--- config.mk ---
export PLATFORM = sky130hd
export DESIGN_NAME = sync_fifo_rd_stage_flat
export DESIGN_NICKNAME = d
export VERILOG_FILES = /design/src/rtl/sync_fifo_rd_stage_if.sv /design/src/rtl/sync_fifo_rd_stage.sv /design/src/flat_wrapper.sv
export SDC_FILE = /design/constraint.sdc
export NUM_CORES = 1
export LEC_CHECK = 0
export BUFFER_PORTS_ARGS = -buffer_cell sky130_fd_sc_hd__buf_2
export CAP_MARGIN = 20
export CORE_MARGIN = 1
export CORE_UTILIZATION = 50
export DETAILED_ROUTE_END_ITERATION = 10
export GPL_ROUTABILITY_DRIVEN = 0
export HOLD_SLACK_MARGIN = 0.02
export PLACE_DENSITY = 0.85
export SETUP_SLACK_MARGIN = 0.2
export SYNTH_ARGS = -nofsm -noshare
export SYNTH_HDL_FRONTEND = slang
export SYNTH_SLANG_ARGS = --single-unit
--- constraint.sdc ---
create_clock -name clk -period 2.2 [get_ports clk]
set_input_delay 0.33 -clock clk [delete_from_list [all_inputs] [get_ports clk]]
set_output_delay 0.33 -clock clk [all_outputs]
set_load 0.02 [all_outputs]
--- src/rtl/sync_fifo_rd_stage_if.sv ---
// Stream bundle between a sync_fifo read port, the read stage and its consumer.
// master = the read stage; slave = FIFO/consumer side (or a testbench).
interface sync_fifo_rd_stage_if #(
    parameter int DATAWIDTH = 96
);
    logic [DATAWIDTH-1:0] fifo_dout;
    logic                 fifo_empty;
    logic                 fifo_rd_en;
    logic                 out_valid;
    logic [DATAWIDTH-1:0] out_data;
    logic                 out_ready;

    modport master (
        input  fifo_dout,
        input  fifo_empty,
        input  out_ready,
        output fifo_rd_en,
        output out_valid,
        output out_data
    );

    modport slave (
        output fifo_dout,
        output fifo_empty,
        output out_ready,
        input  fifo_rd_en,
        input  out_valid,
        input  out_data
    );
endinterface

--- src/rtl/sync_fifo_rd_stage.sv ---
// Registered read stage for a non-registered sync_fifo: main + skid buffer, 1 word/clk.
// Optional saturating stall/transfer counters enabled by SYNC_FIFO_RD_STAGE_STATS_EN.
module sync_fifo_rd_stage #(
    parameter int DATAWIDTH = 96,
    parameter int CNT_WIDTH = 16
) (
    input  logic                 clk,
    input  logic                 rst_n,
    sync_fifo_rd_stage_if.master bus,
    output logic [CNT_WIDTH-1:0] stall_cnt,
    output logic [CNT_WIDTH-1:0] xfer_cnt
);

    typedef enum logic [1:0] {
        S_EMPTY = 2'd0,
        S_ONE   = 2'd1,
        S_TWO   = 2'd2
    } state_t;

    state_t state, state_nxt;

    logic                 pop;
    logic                 take;
    logic                 vld_p0;
    logic                 ld_main_fifo;
    logic                 ld_main_skid;
    logic                 ld_skid;
    logic [DATAWIDTH-1:0] main_p0;
    logic [DATAWIDTH-1:0] skid_p1;

    always_ff @(posedge clk or negedge rst_n) begin
        if (!rst_n) state <= S_EMPTY;
        else        state <= state_nxt;
    end

    // pop never looks at out_ready, so the consumer has no combinational path to rd_en
    always_comb begin
        vld_p0       = (state != S_EMPTY);
        pop          = rst_n & ~bus.fifo_empty & (state != S_TWO);
        take         = vld_p0 & bus.out_ready;
        ld_main_fifo = 1'b0;
        ld_main_skid = 1'b0;
        ld_skid      = 1'b0;
        case (state)
            S_EMPTY: ld_main_fifo = pop;
            S_ONE: begin
                ld_main_fifo = take & pop;
                ld_skid      = ~take & pop;
            end
            S_TWO:   ld_main_skid = take;
            default: ;
        endcase
    end

    always_comb begin
        state_nxt = state;
        case (state)
            S_EMPTY: if (pop) state_nxt = S_ONE;
            S_ONE: begin
                if (take && !pop)      state_nxt = S_EMPTY;
                else if (!take && pop) state_nxt = S_TWO;
            end
            S_TWO:   if (take) state_nxt = S_ONE;
            default: state_nxt = S_EMPTY;
        endcase
    end

    // stage boundary: FIFO word -> main (p0) / skid (p1); loads only ever follow a real pop
    always_ff @(posedge clk or negedge rst_n) begin
        if (!rst_n) begin
            main_p0 <= '0;
            skid_p1 <= '0;
        end else begin
            if (ld_main_fifo)      main_p0 <= bus.fifo_dout;
            else if (ld_main_skid) main_p0 <= skid_p1;
            if (ld_skid)           skid_p1 <= bus.fifo_dout;
        end
    end

    assign bus.fifo_rd_en = pop;
    assign bus.out_valid  = vld_p0;
    assign bus.out_data   = main_p0;

`ifdef SYNC_FIFO_RD_STAGE_STATS_EN
    function automatic logic [CNT_WIDTH-1:0] sat_inc(input logic [CNT_WIDTH-1:0] v);
        return (&v) ? v : v + 1'b1;
    endfunction

    always_ff @(posedge clk or negedge rst_n) begin
        if (!rst_n) begin
            stall_cnt <= '0;
            xfer_cnt  <= '0;
        end else begin
            if (vld_p0 && !bus.out_ready) stall_cnt <= sat_inc(stall_cnt);
            if (take)                     xfer_cnt  <= sat_inc(xfer_cnt);
        end
    end
`else
    assign stall_cnt = '0;
    assign xfer_cnt  = '0;
`endif

endmodule

--- src/flat_wrapper.sv ---
// flat-port wrapper written by rule: the top's interface ports become plain ports
module sync_fifo_rd_stage_flat 
#(
    parameter int DATAWIDTH = 96,
    parameter int CNT_WIDTH = 16
)
  (clk, rst_n, stall_cnt, xfer_cnt, bus_fifo_dout, bus_fifo_empty, bus_out_ready, bus_fifo_rd_en, bus_out_valid, bus_out_data);
  sync_fifo_rd_stage_if #(.DATAWIDTH(DATAWIDTH)) bus_i ();
  input  logic clk;
  input  logic rst_n;
  output logic [CNT_WIDTH-1:0] stall_cnt;
  output logic [CNT_WIDTH-1:0] xfer_cnt;
  input wire logic [$bits(bus_i.fifo_dout)-1:0] bus_fifo_dout;
  input wire logic [$bits(bus_i.fifo_empty)-1:0] bus_fifo_empty;
  input wire logic [$bits(bus_i.out_ready)-1:0] bus_out_ready;
  output wire logic [$bits(bus_i.fifo_rd_en)-1:0] bus_fifo_rd_en;
  output wire logic [$bits(bus_i.out_valid)-1:0] bus_out_valid;
  output wire logic [$bits(bus_i.out_data)-1:0] bus_out_data;
  assign bus_i.fifo_dout = bus_fifo_dout;
  assign bus_i.fifo_empty = bus_fifo_empty;
  assign bus_i.out_ready = bus_out_ready;
  assign bus_fifo_rd_en = bus_i.fifo_rd_en;
  assign bus_out_valid = bus_i.out_valid;
  assign bus_out_data = bus_i.out_data;
  sync_fifo_rd_stage #(.DATAWIDTH(DATAWIDTH), .CNT_WIDTH(CNT_WIDTH)) u_core (.clk(clk), .rst_n(rst_n), .bus(bus_i), .stall_cnt(stall_cnt), .xfer_cnt(xfer_cnt));
endmodule
* Word level (Yosys, flattened, before mapping)
Cells that the tools add are included.
Cells by class: add/subtract/negate cells 0, multipliers 0, div/mod/pow operators 0, magnitude comparators 0, eq/ne operators 6, shift operators 0, multiplexer cells 10, bitwise operators 7, reduce and logical (&&, ||, !) cells 8
Operators by type and width (number):
- 96-bit 2-to-1 mux | 2
- 2-bit 2-to-1 mux | 4
- 2-bit case mux with 3 select lines | 1
- 1-bit bitwise AND | 5
- 2-bit by 1-bit inequality test with 1-bit output, second input constant | 2
- 2-bit nonzero test | 2
- 3-bit by 1-bit inequality test with 1-bit output, second input constant | 1
- 3-bit AND reduction | 1
- 2-bit by 1-bit == test with 1-bit output, second input constant | 1
- 2-bit == test, second input constant | 1
- 1-bit logical AND | 2
- 1-bit logical NOT | 2
- 2-bit logical NOT | 1
- 1-bit 2-to-1 mux | 2
- 2-bit inequality test, second input constant | 1
- 1-bit NOT | 2
- 1-bit case mux with 2 select lines | 1
Storage, ports and cells: register bits 194, latch bits 0, bits in writable memories 0, ROM bits 0, input bits 100, output and inout bits 130, word-level logic and storage cells 34, memories 0

* Depth between registers and ports, before layout
Gate-level depths: netlist (run 1).
depth in word-level cells 7, mapped depth 6, depth with buffers taken out 3

* Worst setup path after synthesis (run 1)
No wires, ideal clock.
path kind register -> register, start reg u_core.state[0], end reg u_core.main_p0[66], in the netlist u_core.bus.out_data[66], setup time 0.125 ns, arrival 1.453 ns, data required time 2.075 ns, setup slack 0.622 ns, cell stages (with the launch flop) 6, buffers on the path 2, period minus slack after synthesis 1.578 ns, cells stage by stage dfrtp_1 > nand3b_2 > buf_6 > buf_6 > mux2_1 > mux2_2
On the way: word-level cells in the longest chain between the ends 5, elaborated cells on any way between the ends 12, those cells by class eq/ne (3); mux (3); bitwise (3); reduce/logical (3)
RTL lines:
- start, declared | RTL line sync_fifo_rd_stage.sv:20 | state_t state, state_nxt;
- start signal, assigned | RTL line sync_fifo_rd_stage.sv:33 | else state <= state_nxt;
- 2-bit inequality test / 2-bit nonzero test (equally long branches) | RTL line sync_fifo_rd_stage.sv:39, sync_fifo_rd_stage.sv:38
- 1-bit bitwise AND, on equally long branches | RTL line sync_fifo_rd_stage.sv:39, sync_fifo_rd_stage.sv:40
- 1-bit bitwise AND | RTL line sync_fifo_rd_stage.sv:47 | ld_main_fifo = take & pop;
- 1-bit case mux with 2 select lines | RTL line sync_fifo_rd_stage.sv:44 | case (state)
- 96-bit 2-to-1 mux / 2-bit nonzero test (equally long branches)
- end signal, assigned | RTL line sync_fifo_rd_stage.sv:74 | if (ld_main_fifo) main_p0 <= bus.fifo_dout;
- end signal, assigned | RTL line sync_fifo_rd_stage.sv:75 | else if (ld_main_skid) main_p0 <= skid_p1;
- end, declared | RTL line sync_fifo_rd_stage.sv:28 | logic [DATAWIDTH-1:0] main_p0;
Several ways; a longest one is shown, not always the timed one. A chain may end at the register's enable or synchronous reset.

* Final worst setup path (run 1)
start in rst_n, end out bus_fifo_rd_en
On the way: word-level cells in the longest chain between the ends 2
RTL lines:
- start, declared | RTL line flat_wrapper.sv:10 | input logic rst_n;
- 1-bit bitwise AND (2 in a row) | RTL line sync_fifo_rd_stage.sv:39 | pop = rst_n & ~bus.fifo_empty & (state != S_TWO);
- end, declared | RTL line flat_wrapper.sv:16 | output wire logic [$bits(bus_i.fifo_rd_en)-1:0] bus_fifo_rd_en;
Every way passes these cells.

==> results.md, run 1 <==
- In this run, placement finished with an instance count of 955.
- The critical path's slowest cell is sky130_fd_sc_hd__dlygate4sd3_1.
- The overall overflow remaining after global route is 0.
- The run finished with clean final reports.
- The die outline width is 133.3 µm.
- The number of pins exceeding their max-slew limit in the final report is 0.
- The remaining antenna violation count after routing is 0.
- The cell area after technology mapping is 0.008618 mm².
- The critical path arrival is 1.57 ns.
- The count of final setup violators is 0.
- Synthesis handed over a netlist of 558 instances.
- Of the cells placed in the final design, the portion with a size suffix greater than 1 is 65.36%.
- Of the post-synthesis cell area, the part taken by muxes is 37.63%.
- The launching point of the worst reg2reg path is u_core.state[1]$_DFFE_PN0P_.
- 230 I/O pins were placed.
- TritonCTS built the clock tree.
- In this design, the largest share of critical-path delay is due to buffers and inverters.
- The number of different library cells in the post-synthesis netlist is 16.
- The highest fanout seen on the critical path is 4.
- The global-route wire length before repair is 27,290 µm.
- The share of synthesized area occupied by flip-flops and latches is 56.33%.
- The relative contribution of combinational cells to total power is 27.9%.
- The minimum setup slack among reg-to-reg paths is 0.36 ns.
- The DRC violation total after the first TritonRoute iteration is 161.
- The die outline area is 0.01776 mm².
- The number of buffer and inverter stages on the critical path is 3.
- For this design the static power due to leakage is 4.960 nW.
- The cell internal power dissipation is 8.266 mW.
- The largest net degree at the start of global routing is 103.
- The maximum resistive drop on vdd is 772.3 µV.
- The first detailed-routing pass ran for 4 iterations.
- In this run the cell area measured after placement is 0.009798 mm².
- The type of origin of the critical path is an input pin.
- The critical path goes through dlygate4sd3_1 > clkbuf_8 > nor2b_1 > and2_1 > buf_2.
- The average instance area after synthesis is 15.44 µm².
- The largest stage delay on the critical path is 0.55 ns.
- Setup total negative slack on the finished layout was measured at 0 ns.
- The area used by multi-input combinational logic is 0.003471 mm².
- The startpoint of the most critical setup path is rst_n.
- In this run the number of H-tree levels came out at 4.
- Sorting the synthesized cells by area gives the leading types as sky130_fd_sc_hd__dfrtp_1 56%, sky130_fd_sc_hd__mux2_2 34%, sky130_fd_sc_hd__mux2_1 4.1%.
- The classification of the worst setup path is in -> out.
- The overall track demand over capacity in global routing is 19.72%.
- The share of total power dissipated in sequential elements is 45.3%.
- The proportion of total power due to net switching is 30.17%.
- The tree is rooted in a sky130_fd_sc_hd__clkbuf_16.
- Derived from the worst setup path, the maximum achievable clock frequency is 525.3 MHz.
- The power density normalized to cell area is 1136 mW/mm².
- In this run the power spent charging and discharging nets is 3.571 mW.
- The clock power share is 26.8%.
- After layout, the worst path uses 86.54% of the clock period.
- The total routed wirelength is 16,720 µm.
- The finished cells cover 0.01042 mm².
- The number of antenna violations at the first check in global routing is 2.
- The number of fill cells in the layout is 1,263.
- The clock latency on the worst-skew pair is 0.43 ns.
- Leaving out filler cells and counting taps, the final layout contains 990.
- The routed layout has 5,032 vias.
- The clock arrives with 0.01354 ns of skew.
- Setup repair after global routing left no endpoint under its margin.
- The net count of the finished layout is 855.
- The fraction of the mapped netlist area in adder cells is 0%.
- The via-per-instance ratio is 5.083.
- The post-route minimum period is 1.904 ns.
- The number of endpoints with negative hold slack in the final report was 0.
- The worst setup slack before clock tree synthesis is 0.3925 ns.
- The count of input and output buffers is 197.
- The number of remaining DRC errors is 0.
- The largest buffer count on any clock path is 2.
- The max capacitance violation total is 0.
- The floorplan die height is 133.3 µm.
- The HPWL after detailed placement is 11,420 µm.
- For this configuration, the core starts out at a cell density of 51.60%.
- The number of warnings reported in the yosys synthesis log is 0.
- The average wire per cell in the routed design is 16.89 µm.
- The main combinational cell family by area after synthesis is multiplexers.
- At the pin with the least slew margin, the transition time is 0.7416 ns.
- The max-slew headroom at the worst pin is 50.56%.
- The region available for standard cell placement spans 0.01670 mm².
- The synthesized design spends more area on one cell type than any other, namely sky130_fd_sc_hd__dfrtp_1.
- After clock tree synthesis, the clock-pin slew on the worst setup and hold paths is 0.07 ns.
- Relative to the synthesized area, the layout overhead comes to 20.89%.
- For this design, the sink count on the clock tree is 194.
- The worst path required time is 1.87 ns.
- The via count of the first global-routing pass was 5,478.
- The share of synthesized area in the top cell type comes to 56.33%.
- Summing the areas of all xor and xnor instances in the mapped netlist gives 0.1016% of the synthesized area.
- The startpoint identified for the worst hold timing path is bus_fifo_dout[57].
- At the end of the flow the core is filled with cells to 62.38%.
- In the post-route analysis, the smallest setup slack over all paths is 0.2962 ns.
- The floorplan has 47 rows.
- The post-synthesis simple-gate area fraction is 0.7549%.
- The synthesis-stage register bit count is 194.
- The class of the tightest hold or removal check is in -> reg.
- The worst setup path is captured at an output port.
- Clock tree synthesis inserted a total of 17 buffers.
- Summing the areas of all compound-gate instances in the mapped netlist gives 0.1161% of the synthesized area.
- Across the whole layout, storage elements account for 0.004855 mm².
-- power by group through the flow --
| stage | registers [mW] | clock network [mW] | logic, mW |
|---|---|---|---|
| global placement | 5.36 | 0 | 3.22 |
| detailed placement | 5.43 | 0 | 3.33 |
| CTS | 5.37 | 3.25 | 3.35 |
| finish | 5.36 | 3.17 | 3.31 |
| floorplan | 5.92 | 0 | 1.73 |
| global route | 5.51 | 3.37 | 3.57 |
-- cell type report --
type	count	area share, %
diodes	2	0.04804
clock buffers	19	4.251
clock inverters	13	1.561
multi-input cells	332	33.31
flip-flops and latches	194	46.60
well taps	220	2.642
repair buffers	210	11.59
-- through the flow --
stage                     hold slack (ns)  power, mW
after detailed placement           0.4833      8.764
after global placement             0.4790      8.576
final                              0.1337      11.84
after CTS                          0.1150      11.97
after global routing               0.1263      12.45
after floorplan                   0.03441      7.655
-- cell usage after synthesis (all sizes together) --
cell,n
nor3b,1
xnor2,1
nand3b,1
conb,1
o21ai,2
and2,1
buf,63
nand2,1
nand2b,2
dfrtp,194
mux2,288
or2,1
nor2b,2
-- cell families after synthesis --
family          Yosys count
compound gates            2
xor+xnor                  1
buf+inv                  63
flops                   194
mux                     288
other cells               1
simple gates              9
-- worst register-to-register path: cells and delay by family (launching register included) --
kind                   cells  cell delay (ns)
and+or+nand+nor            1             0.34
buffers and inverters      1             0.31
DFF                        1             0.47
muxes                      2             0.61
-- routing by layer --
layer  track usage, %  share of wire, %  vias up
met1            22.99                41     2542
met4            6.629               1.6        0
met3            6.240               6.4       18
met5                0                 0        -
met2            34.29                51      151
li1                 -                 -     2321
-- final timing paths --
kind	to	cells after the start
max	bus_fifo_rd_en	5
max reg2reg	u_core.bus.out_data[88]$_DFFE_PN0P_	4
min	u_core.bus.out_data[57]$_DFFE_PN0P_	2
min in group asynchronous	u_core.skid_p1[86]$_DFFE_PN0P_	3
max in group asynchronous	u_core.skid_p1[58]$_DFFE_PN0P_	4
min reg2reg	u_core.skid_p1[63]$_DFFE_PN0P_	1
-- state kept, by name (all words and copies together) (netlist names) --
register	cells
u_core.bus.out_data	96
u_core.state	2
u_core.skid_p1	96
-- cells in the final DEF (no fill, tap or decap), drive strengths merged --
| master | instances |
|---|---|
| xnor2 | 1 |
| and2 | 1 |
| dfrtp | 194 |
| bufinv | 2 |
| mux2 | 288 |
| nand2 | 1 |
| clkinvlp | 1 |
| buf | 208 |
| clkbuf | 20 |
| inv | 7 |
| o21ai | 2 |
| clkinv | 3 |
| conb | 32 |
| nor3b | 1 |
| diode | 2 |
| nand2b | 2 |
| nand3b | 1 |
| dlygate4sd3 | 1 |
| nor2b | 2 |
| or2 | 1 |
-- repair_timing --
action                                 in CTS  in global routing
gates resized for setup                     0                  0
endpoints found under the hold margin       9                  0
buffers inserted                            0                  0
hold buffers                                1                  0
No activity file was read; power rests on OpenSTA's default activity.
==> run 2, diff against run 1 <==
--- a/config.mk
+++ b/config.mk
@@ -14,3 +14,3 @@
 export HOLD_SLACK_MARGIN = 0.02
-export PLACE_DENSITY = 0.85
+export PLACE_DENSITY = 0.81
 export SETUP_SLACK_MARGIN = 0.2
==> constraint.sdc (replaced) <==
create_clock -name clk -period 2.2 [get_ports clk]
set_input_delay 0.11 -clock clk [delete_from_list [all_inputs] [get_ports clk]]
set_output_delay 0.11 -clock clk [all_outputs]
set_load 0.02 [all_outputs]
==> run 2 against run 1 <==
  * Register-to-register slack improved by 0.03 ns
  * First-iteration DRC count increased by 43%
  * Power increased by 2.0%
  * Hold slack got worse by 0.025 ns
  * Combinational power increased by 5%
  * Die area unchanged
  * Wire length increased by 10%
  * Clock-buffer cell count increased by 3
  * Sequential power about the same
  * Fmax increased by 4.9%
  * Critical path depth decreased by 1
  * Largest power group unchanged
==> results.md, run 2 (synthesis gave the netlist of run 1 again) <==
- The area used by multi-input combinational logic is 0.003471 mm² (unchanged).
- The final cycle utilization of the critical path is 82.46% (-4.1 points).
- The worst path required time was 2.50 ns (+0.63 ns).
- The number of H-tree levels came to 4 (unchanged).
- The overall track demand over capacity in global routing came to 21.92% (+2.2 points).
- The critical path arrival came to 2.11 ns (+0.54 ns).
- The number of instances resized during post-cts repair was 0 (unchanged).
- The average wire per cell in the routed design is 17.05 µm (+0.92%).
- The remaining antenna violation count after routing is 0 (unchanged).
- The max capacitance violation total is 0 (unchanged).
- The min-delay analysis places its worst path in the category in -> reg.
- The via count of the first global-routing pass is 6,152 (+12%).
- The floorplan die height is 133.3 µm (unchanged).
- The static power due to leakage is 5.361 nW (+8.1%).
- The largest buffer count on any clock path came to 2 (unchanged).
- The max-slew headroom at the worst pin is 44.87% (-5.7 points).
- CTS placed an instance of sky130_fd_sc_hd__clkbuf_16 at the clock tree root.
- The largest stage delay on the critical path is 0.45 ns (-0.10 ns).
- The number of core rows is 47 (unchanged).
- The number of CTS-inserted buffers came to 17 (unchanged).
- The worst setup skew after layout was 0.009166 ns (-0.004374 ns).
- The highest fanout seen on the critical path came to 30 (+26).
- The post-route minimum period is 1.814 ns (-0.08964 ns).
- The die outline width is 133.3 µm (unchanged).
- The final total negative setup slack is 0 ns (unchanged).
- The area growth from synthesis to final layout is 32.00%.
- The number of buffers inserted by post-CTS setup repair is 0 (unchanged).
- The count of cells along the worst register-to-register path is 4 (unchanged).
- The share of layout cells above drive strength 1 is 57.82% (-7.5 points).
- The endpoint kind of the worst setup timing path is a flip-flop.
- The post-place instance area is 0.009791 mm² (about the same).
- The total routed wirelength is 18,460 µm (+10%).
- The library cells used most frequently in the layout, excluding fill and tap cells, are 257 x sky130_fd_sc_hd__mux2_2, 196 x sky130_fd_sc_hd__buf_2, 194 x sky130_fd_sc_hd__dfrtp_1.
- The top-level port count came to 230 (unchanged).
- The final cell count without fillers came to 1,083 (+9.4%).
- The die outline area is 0.01776 mm² (unchanged).
- The measured slew at the worst slew-check pin is 0.8269 ns (+0.08533 ns).
- The most common cell after layout, fill and taps aside is sky130_fd_sc_hd__mux2_2.
- The number of search-and-repair iterations in the first detailed-routing pass came to 4 (unchanged).
- The count of input and output buffers came to 197 (unchanged).
- The area taken by flip-flops and latches is 0.004855 mm² (unchanged).
- TritonCTS built the clock tree.
- The classification of the worst setup path is reg -> reg.
- The number of fill cells in the layout is 1,133 (-10%).
- The number of endpoints with negative hold slack in the final report is 0 (unchanged).
- The number of antenna violations at the first check in global routing is 0 (-2).
- The worst hold path cell count is 4 (+2).
- The clock latency on the worst-skew pair is 0.43 ns (about the same).
- The largest net degree at the start of global routing came to 130 (+26%).
- The total non-filler cell area in the finished layout is 0.01138 mm² (+9.2%).
- The count of final setup violators is 0 (unchanged).
- The number of sinks driven by the clock tree is 194 (unchanged).
- The via count is 5,471 (+8.7%).
- On the critical path, the stage with the largest delay is an instance of sky130_fd_sc_hd__dfrtp_1.
- The clock-pin slew reported for the worst setup and hold paths after clock tree synthesis was 0.07 ns (about the same).
- Setup repair after global routing left no endpoint under its margin.
- The maximum resistive drop on vdd is 698.9 µV (-9.5%).
- The number of remaining DRC errors is 0 (unchanged).
- The number of pins exceeding their max-slew limit in the final report is 0 (unchanged).
- The post-placement cell count is 954 (-0.10%).
- The signal on the critical path passes through nor3b_2 > nand2b_4 > buf_12 > mux2_1.
- The HPWL after detailed placement is 11,790 µm (+3.3%).
- The power density normalized to cell area was 1062 mW/mm² (-6.5%).
- The flow ran to the end, and the final reports show no timing, DRC or antenna violations.
- The count of antenna diodes in the layout was 0 (-2).
- The global-route wire length before repair is 30,420 µm (+11%).
- The via-per-instance ratio was 5.052 (-0.61%).
- The highest attainable clock frequency is 551.2 MHz (+4.9%).
- The area of the core was 0.01670 mm² (unchanged).
- The final net count is 951 (+11%).
- The type of origin of the critical path is a flip-flop.
- The overall overflow remaining after global route is 0 (unchanged).
- The DRC violation total after the first TritonRoute iteration is 231 (+43%).
- The initial core utilization is 51.60% (unchanged).
[run 2: cell types whose count changed in the layout (fill, tap and decap cells not counted), sizes merged]
cell | before | now
clkinv | 3 | 5
clkbuf | 20 | 23
bufinv | 2 | 3
dlygate4sd3 | 1 | 98
buf | 208 | 207
diode | 2 | 0
inv | 7 | 0
[run 2: area by class of cell]
| class | count | share of cell area, % |
|---|---|---|
| clock buffers | 22 | 4.169 |
| repair buffers | 306 | 19.08 |
| multi-input cells | 332 | 30.51 |
| flip-flops and latches | 194 | 42.67 |
| clock inverters | 9 | 1.144 |
| well taps | 220 | 2.420 |
[run 2: what timing repair did]
item,4_1_cts,5_1_grt
hold endpoints to repair,387,0
endpoints found under the setup margin,0,0
hold buffers,98,0
[run 2: metal layers]
metal | share of wire (%) | up-vias | track usage, %
met5 | 0 | - | 0
met1 | 39 | 2773 | 24.95
met4 | 1.6 | 0 | 8.333
li1 | - | 2507 | -
met2 | 54 | 168 | 39.47
met3 | 5.4 | 23 | 5.518
[run 2: power by group]
part | switching [mW] | internal (mW) | total (mW) | leakage, nW
Clock | 1.33 | 1.87 | 3.20 | 0.296
Combinational | 1.65 | 1.84 | 3.49 | 2.74
Sequential | 0.602 | 4.79 | 5.39 | 2.33
Total | 3.57 | 8.51 | 12.1 | 5.36
[run 2: path summary, 6_finish.rpt]
| path | from | to | slack, ns |
|---|---|---|---|
| hold / removal | bus_fifo_empty | u_core.state[0]$_DFFE_PN0P_ | 0.11 |
| min in group asynchronous | rst_n | u_core.skid_p1[64]$_DFFE_PN0P_ | 0.39 |
| setup reg to reg | u_core.state[1]$_DFFE_PN0P_ | u_core.bus.out_data[57]$_DFFE_PN0P_ | 0.39 |
| hold reg to reg | u_core.skid_p1[85]$_DFFE_PN0P_ | u_core.skid_p1[85]$_DFFE_PN0P_ | 0.50 |
| setup / recovery | u_core.state[1]$_DFFE_PN0P_ | u_core.bus.out_data[57]$_DFFE_PN0P_ | 0.39 |
| max in group asynchronous | rst_n | u_core.bus.out_data[70]$_DFFE_PN0P_ | 1.14 |
[run 2: metrics by stage]
stage	hold slack, ns	total power [mW]	utilization (%)	setup slack, ns
global route	0.1804	12.68	68.12	0.2685
detailed placement	0.3458	8.798	58.62	0.4095
global placement	0.3335	8.509	58.62	0.4467
CTS	0.08052	12.13	68.12	0.3843
finish	0.1092	12.08	68.12	0.3859
floorplan	-0.1856	7.655	-	0.6223
[run 2: critical path: cells and delay by family, from the launching register on]
family	cells	cell delay, ns
AND/OR/NAND/NOR	2	0.64
flip-flops	1	0.45
multiplexers	1	0.34
buffers and inverters	1	0.26
